`src/rtl/demux2_pkg.sv`:
```
// Shared types and constants for the 1:2 stream demultiplexer.
// Latency: n/a (declarations only).
// Backpressure: n/a.
package demux2_pkg;

  // Occupancy of one per-destination skid buffer.
  typedef enum logic [1:0] {
    EMPTY = 2'd0,
    ONE   = 2'd1,
    FULL  = 2'd2
  } buf_state_t;

  // Destination index values carried on in_sel.
  localparam logic DEST0 = 1'b0;
  localparam logic DEST1 = 1'b1;

endpackage

```
`src/rtl/skid_buf2.sv`:
```
// Two-entry skid buffer holding beats for one demux destination.
// Latency: a pushed beat is visible on valid/data right after the push edge.
// Backpressure: full is a registered flag, so pop_ready never reaches the push side combinationally.
//
// Ports:
//   clk, rst           - clock, synchronous active-high reset
//   push, push_data    - write one beat (caller guarantees no push while full)
//   full               - both entries occupied
//   pop_ready          - downstream accepts the head beat
//   valid, data        - head beat presented downstream
module skid_buf2
  import demux2_pkg::*;
#(
  parameter int WIDTH = 1
) (
  input  logic             clk,
  input  logic             rst,
  input  logic             push,
  input  logic [WIDTH-1:0] push_data,
  output logic             full,
  input  logic             pop_ready,
  output logic             valid,
  output logic [WIDTH-1:0] data
);

  buf_state_t       state;
  logic [WIDTH-1:0] head;
  logic [WIDTH-1:0] tail;
  logic             pop;

  assign pop   = valid && pop_ready;
  assign full  = (state == FULL);
  assign valid = (state != EMPTY);
  assign data  = head;

  always_ff @(posedge clk) begin
    if (rst) begin
      state <= EMPTY;
      head  <= '0;
      tail  <= '0;
    end else begin
      case (state)
        EMPTY: begin
          if (push) begin
            state <= ONE;
            head  <= push_data;
          end
        end
        ONE: begin
          if (push && !pop) begin
            state <= FULL;
            tail  <= push_data;
          end else if (push && pop) begin
            // Head drains and refills on the same edge; occupancy stays at one.
            head <= push_data;
          end else if (pop) begin
            state <= EMPTY;
          end
        end
        FULL: begin
          // No push can arrive here: the input side sees full and holds off.
          if (pop) begin
            state <= ONE;
            head  <= tail;
          end
        end
        default: state <= EMPTY;
      endcase
    end
  end

endmodule

```
`src/rtl/demux2_stream.sv`:
```
// 1:2 stream demultiplexer: steers each input beat to out0 or out1 by in_sel.
// Latency: an accepted beat is valid on its output right after the accepting edge.
// Backpressure: per-destination 2-entry skid buffers; in_ready = !full[in_sel], no ready-to-ready path.
//
// Ports:
//   clk, rst                        - clock, synchronous active-high reset
//   in_data, in_sel, in_valid       - input beat, its destination, its valid
//   in_ready                        - input beat accepted this cycle
//   outN_data, outN_valid, outN_ready - output stream N (N = 0, 1)
module demux2_stream
  import demux2_pkg::*;
#(
  parameter int WIDTH = 1
) (
  input  logic             clk,
  input  logic             rst,
  input  logic [WIDTH-1:0] in_data,
  input  logic             in_sel,
  input  logic             in_valid,
  output logic             in_ready,
  output logic [WIDTH-1:0] out0_data,
  output logic             out0_valid,
  input  logic             out0_ready,
  output logic [WIDTH-1:0] out1_data,
  output logic             out1_valid,
  input  logic             out1_ready
);

  logic full0;
  logic full1;
  logic push0;
  logic push1;

  // Ready depends only on the selected buffer's registered full flag.
  assign in_ready = (in_sel == DEST1) ? !full1 : !full0;

  assign push0 = in_valid && in_ready && (in_sel == DEST0);
  assign push1 = in_valid && in_ready && (in_sel == DEST1);

  skid_buf2 #(.WIDTH(WIDTH)) u_buf0 (
    .clk       (clk),
    .rst       (rst),
    .push      (push0),
    .push_data (in_data),
    .full      (full0),
    .pop_ready (out0_ready),
    .valid     (out0_valid),
    .data      (out0_data)
  );

  skid_buf2 #(.WIDTH(WIDTH)) u_buf1 (
    .clk       (clk),
    .rst       (rst),
    .push      (push1),
    .push_data (in_data),
    .full      (full1),
    .pop_ready (out1_ready),
    .valid     (out1_valid),
    .data      (out1_data)
  );

`ifndef SYNTHESIS
  // An unknown destination on a live beat would silently pick a buffer.
  always_ff @(posedge clk) begin
    if (!rst && in_valid) begin
      assert (!$isunknown(in_sel))
        else $error("%m: in_sel is X while in_valid is high");
    end
  end
`endif

endmodule

```
`config.mk`:
```
export PLATFORM = sky130hd
export DESIGN_NAME = demux2_stream
export DESIGN_NICKNAME = d
export VERILOG_FILES = /design/src/rtl/demux2_pkg.sv /design/src/rtl/skid_buf2.sv /design/src/rtl/demux2_stream.sv
export SDC_FILE = /design/constraint.sdc
export NUM_CORES = 1
export LEC_CHECK = 0
export CAP_MARGIN = 20
export CORE_AREA = 10 10 47 49
export DETAILED_ROUTE_END_ITERATION = 7
export DIE_AREA = 0 0 57 59
export PLACE_DENSITY_LB_ADDON = 0.12
export SYNTH_ARGS = -nofsm -noshare
export SYNTH_HDL_FRONTEND = slang
export SYNTH_SLANG_ARGS = --single-unit
```
`constraint.sdc`:
```
create_clock -name clk -period 1.66 [get_ports clk]
set_input_delay 0.166 -clock clk [delete_from_list [all_inputs] [get_ports clk]]
set_output_delay 0.166 -clock clk [all_outputs]
set_load 0.1 [all_outputs]
```
==> impl_metrics.py <==
metrics = {
    "synth": {
        "synthXorXnorAreaFrac_pct": 0,
        "synthSimpleGateAreaFrac_pct": 35.5,
        "yosysSeqAreaShare_pct": 32.9,
        "synth.avg_cell_area_um2": 9.73,
        "syn-cell-area_um2": 487,
        "syn-instance-count": 50,
        "synthAdderAreaFrac_pct": 0,
        "ys_ff_latch": 8,
        "syn_nets": 57,
        "synth.top_cell.area_share_pct": 32.9,
        "synth_area_leader_cell": "dfxtp_1",
        "synth_compound_area_share_pct": 15.9,
        "yosys_warnings": 0,
        "synth.area.mux_share_pct": 14.9,
        "synth.distinct_cells": 25,
        "synth_top_family_by_area": "simple AND/OR/NAND/NOR gates",
        "synth_area_leaders": "dfxtp_1, mux2i_1, a21oi_1, nor4b_4, mux2_1",
    },
    "route": {
        "drt_wl_total_um": 986,
        "via_count": 395,
        "wire_per_inst_um": 12.3,
        "initialDrtViolationCount": 4,
        "drt_pre_antenna_iters": 4,
        "drc": 0,
        "antenna_left": 0,
        "routed_via_density": 4.94,
    },
    "cts": {
        "postCtsSetupRepairBufs": 0,
        "clock_path_buffers": 2,
        "clk_pin_slew_worst_paths_ns": 0.05,
        "root_buffer": "clkbuf_4",
        "cts.sinks": 8,
        "cts_hold_buf": 0,
        "htreeDepth": 1,
        "clock_latency_ns": 0.25,
        "cts_resized": 0,
        "cts_tree": "yes",
        "cts_inserted_buffers": 3,
    },
    "power": {
        "vdd_drop_max_mv": 0.477,
        "p_leak_nw": 0.260,
        "pwr_density_cell_nw_per_um2": 744,
    },
    "critical_path": {
        "startpoint_type": "primary input",
        "cp_slowest_cell": "clkdlybuf4s50_1",
        "cp.required_ns": 1.49,
        "critPathKind": "in -> out",
        "rrSetupSlack_ns": 0.27,
        "setup.worst_path.end_class": "output port",
        "worstPathArrival_ns": 1.39,
        "crit_fanout": 7,
        "slowest_delay_ns": 0.71,
        "worst_r2r_path_depth": 4,
        "r2r_start": "u_buf0.state[1]$_SDFFE_PP0P_",
        "cp.depth": 3,
        "crit_buf_inv": 2,
        "path_cells": "clkdlybuf4s50_1 > mux2i_4 > buf_12",
        "rr_endpoint": "u_buf0.data$_SDFFE_PP0P_",
        "crit_family": "buffers and inverters",
    },
    "timing": {
        "rsz0062_at_grt": "no",
        "drv_slew": 0,
        "relSlewSlack_pct": 73.8,
        "setup_tns_ns": 0,
        "fmax_ghz": 0.644,
        "finClkSkew_ns": 0.0000762,
        "tightest_slew_ns": 0.391,
        "period_needed_ns": 1.55,
        "setup_viol": 0,
        "fin_crit_sh_pct": 93.5,
        "hold_viol": 0,
    },
    "worst_hold_path": {
        "hp-start": "u_buf0.tail$_SDFFE_PP0P_",
        "hold_path.class": "reg -> reg",
        "min_to": "u_buf0.tail$_SDFFE_PP0P_",
        "holdPathStages": 2,
    },
    "global_routing": {
        "antenna_found_initial": 0,
        "grt_start_max_net_pins": 9,
        "grt_pass1_vias": 397,
        "grt_pass1_wl_um": 1750,
        "grt_use_total_pct": 6.37,
        "overflow": 0,
    },
    "die": {
        "die_area_um2": 3360,
        "fp.dieW_um": 57,
        "core-area_um2": 1400,
        "initial_core_util_pct": 34.7,
        "row_count": 14,
        "io_pins": 12,
        "die_h_um": 59,
    },
    "cells_and_area": {
        "syn_to_final_growth_pct": 45.0,
        "mostFrequentLayoutCell": "dfxtp_1",
        "final_layout_size_suffix_gt1_share_pct": 31.3,
        "utilization_pct": 50.4,
        "insertedDiodeCount": 0,
        "final_nets": 73,
        "mostFrequentLayoutCells": "dfxtp_1, clkdlybuf4s50_1, nor2_1, a21oi_1, buf_12",
    },
    "place": {
        "gp_congestion": 0.717,
        "hpwlAfterDp_um": 789,
        "port_buffers": 11,
    },
    "outcome": {
        "outcome": "completed",
    },
    "run": {
        "maxCapViolCount": 0,
    },
}
[cell type report]
type                       instances  area, µm²
clock buffer                       3       22.5
fill                             141        696
multi-input combinational         41        335
sequential                         8        160
tap                               16       20.0
timing repair buffer              12        168
[cell usage after synthesis (all sizes together)]
| library cell | count |
|---|---|
| dfxtp | 8 |
| a21oi | 5 |
| mux2i | 5 |
| nor2 | 5 |
| nand2 | 3 |
| nor2b | 3 |
| mux2 | 2 |
| nand3 | 2 |
| nand3b | 2 |
| nor3 | 2 |
| nor4b | 2 |
| or2 | 2 |
| a211oi | 1 |
| a21o | 1 |
| buf | 1 |
| nand2b | 1 |
| nor3b | 1 |
| nor4bb | 1 |
| o21a | 1 |
| o221ai | 1 |
| o22a | 1 |
[logic make-up after synthesis]
family	count (synthesis)
AOI/OAI and AO/OA	10
and+or+nand+nor	24
buffers and inverters	1
DFF	8
muxes	7
[routing by layer]
| metal | vias up | share of wire (%) | track usage (%) |
|---|---|---|---|
| met4 | 0 | 0.61 | 5.03 |
| met5 | - | 0 | 0 |
| met3 | 2 | 6.4 | 2.36 |
| li1 | 212 | - | - |
| met2 | 7 | 42 | 8.99 |
| met1 | 174 | 51 | 7.53 |
[stage by stage]
step           power [mW]  setup slack, ns  std cells  hold slack (ns)  cell area [µm²]
6_report            0.525            0.108         80            0.453              706
5_1_grt             0.554           0.0582         80            0.490              706
4_1_cts             0.537           0.0962         80            0.459              706
3_5_place_dp        0.385          0.00476         77            0.453              683
3_3_place_gp        0.385           0.0282         77            0.454              683
2_1_floorplan       0.318            0.332         50            0.245              499
[tightest hold or removal path, cell delays in order (launching register included)]
cell and delay [ns]:
dfxtp_1 0.30, nand2_1 0.05, a21oi_1 0.05
[worst max-delay path by stage]
stage	slack [ns]	start	end
after global routing	0.06	in_sel	in_ready
after floorplan	0.33	u_buf1.state[1]$_SDFFE_PP0P_	u_buf1.data$_SDFFE_PP0P_
final	0.11	in_sel	in_ready
after detailed placement	0.005	in_sel	u_buf1.data$_SDFFE_PP0P_
after global placement	0.03	in_sel	u_buf1.tail$_SDFFE_PP0P_
after CTS	0.1	in_sel	in_ready
[flip-flops by register name, indices dropped and copies added (netlist names)]
signal / cells
u_buf1.data: 1
u_buf1.tail: 1
u_buf0.data: 1
u_buf0.state: 2
u_buf0.tail: 1
u_buf1.state: 2
[where the power goes]
part           internal, mW  switching, mW
registers             0.200         0.0106
clock network        0.0825         0.0633
logic                0.0731         0.0953
total                 0.356          0.169
Power figures use the tool's default switching activity.
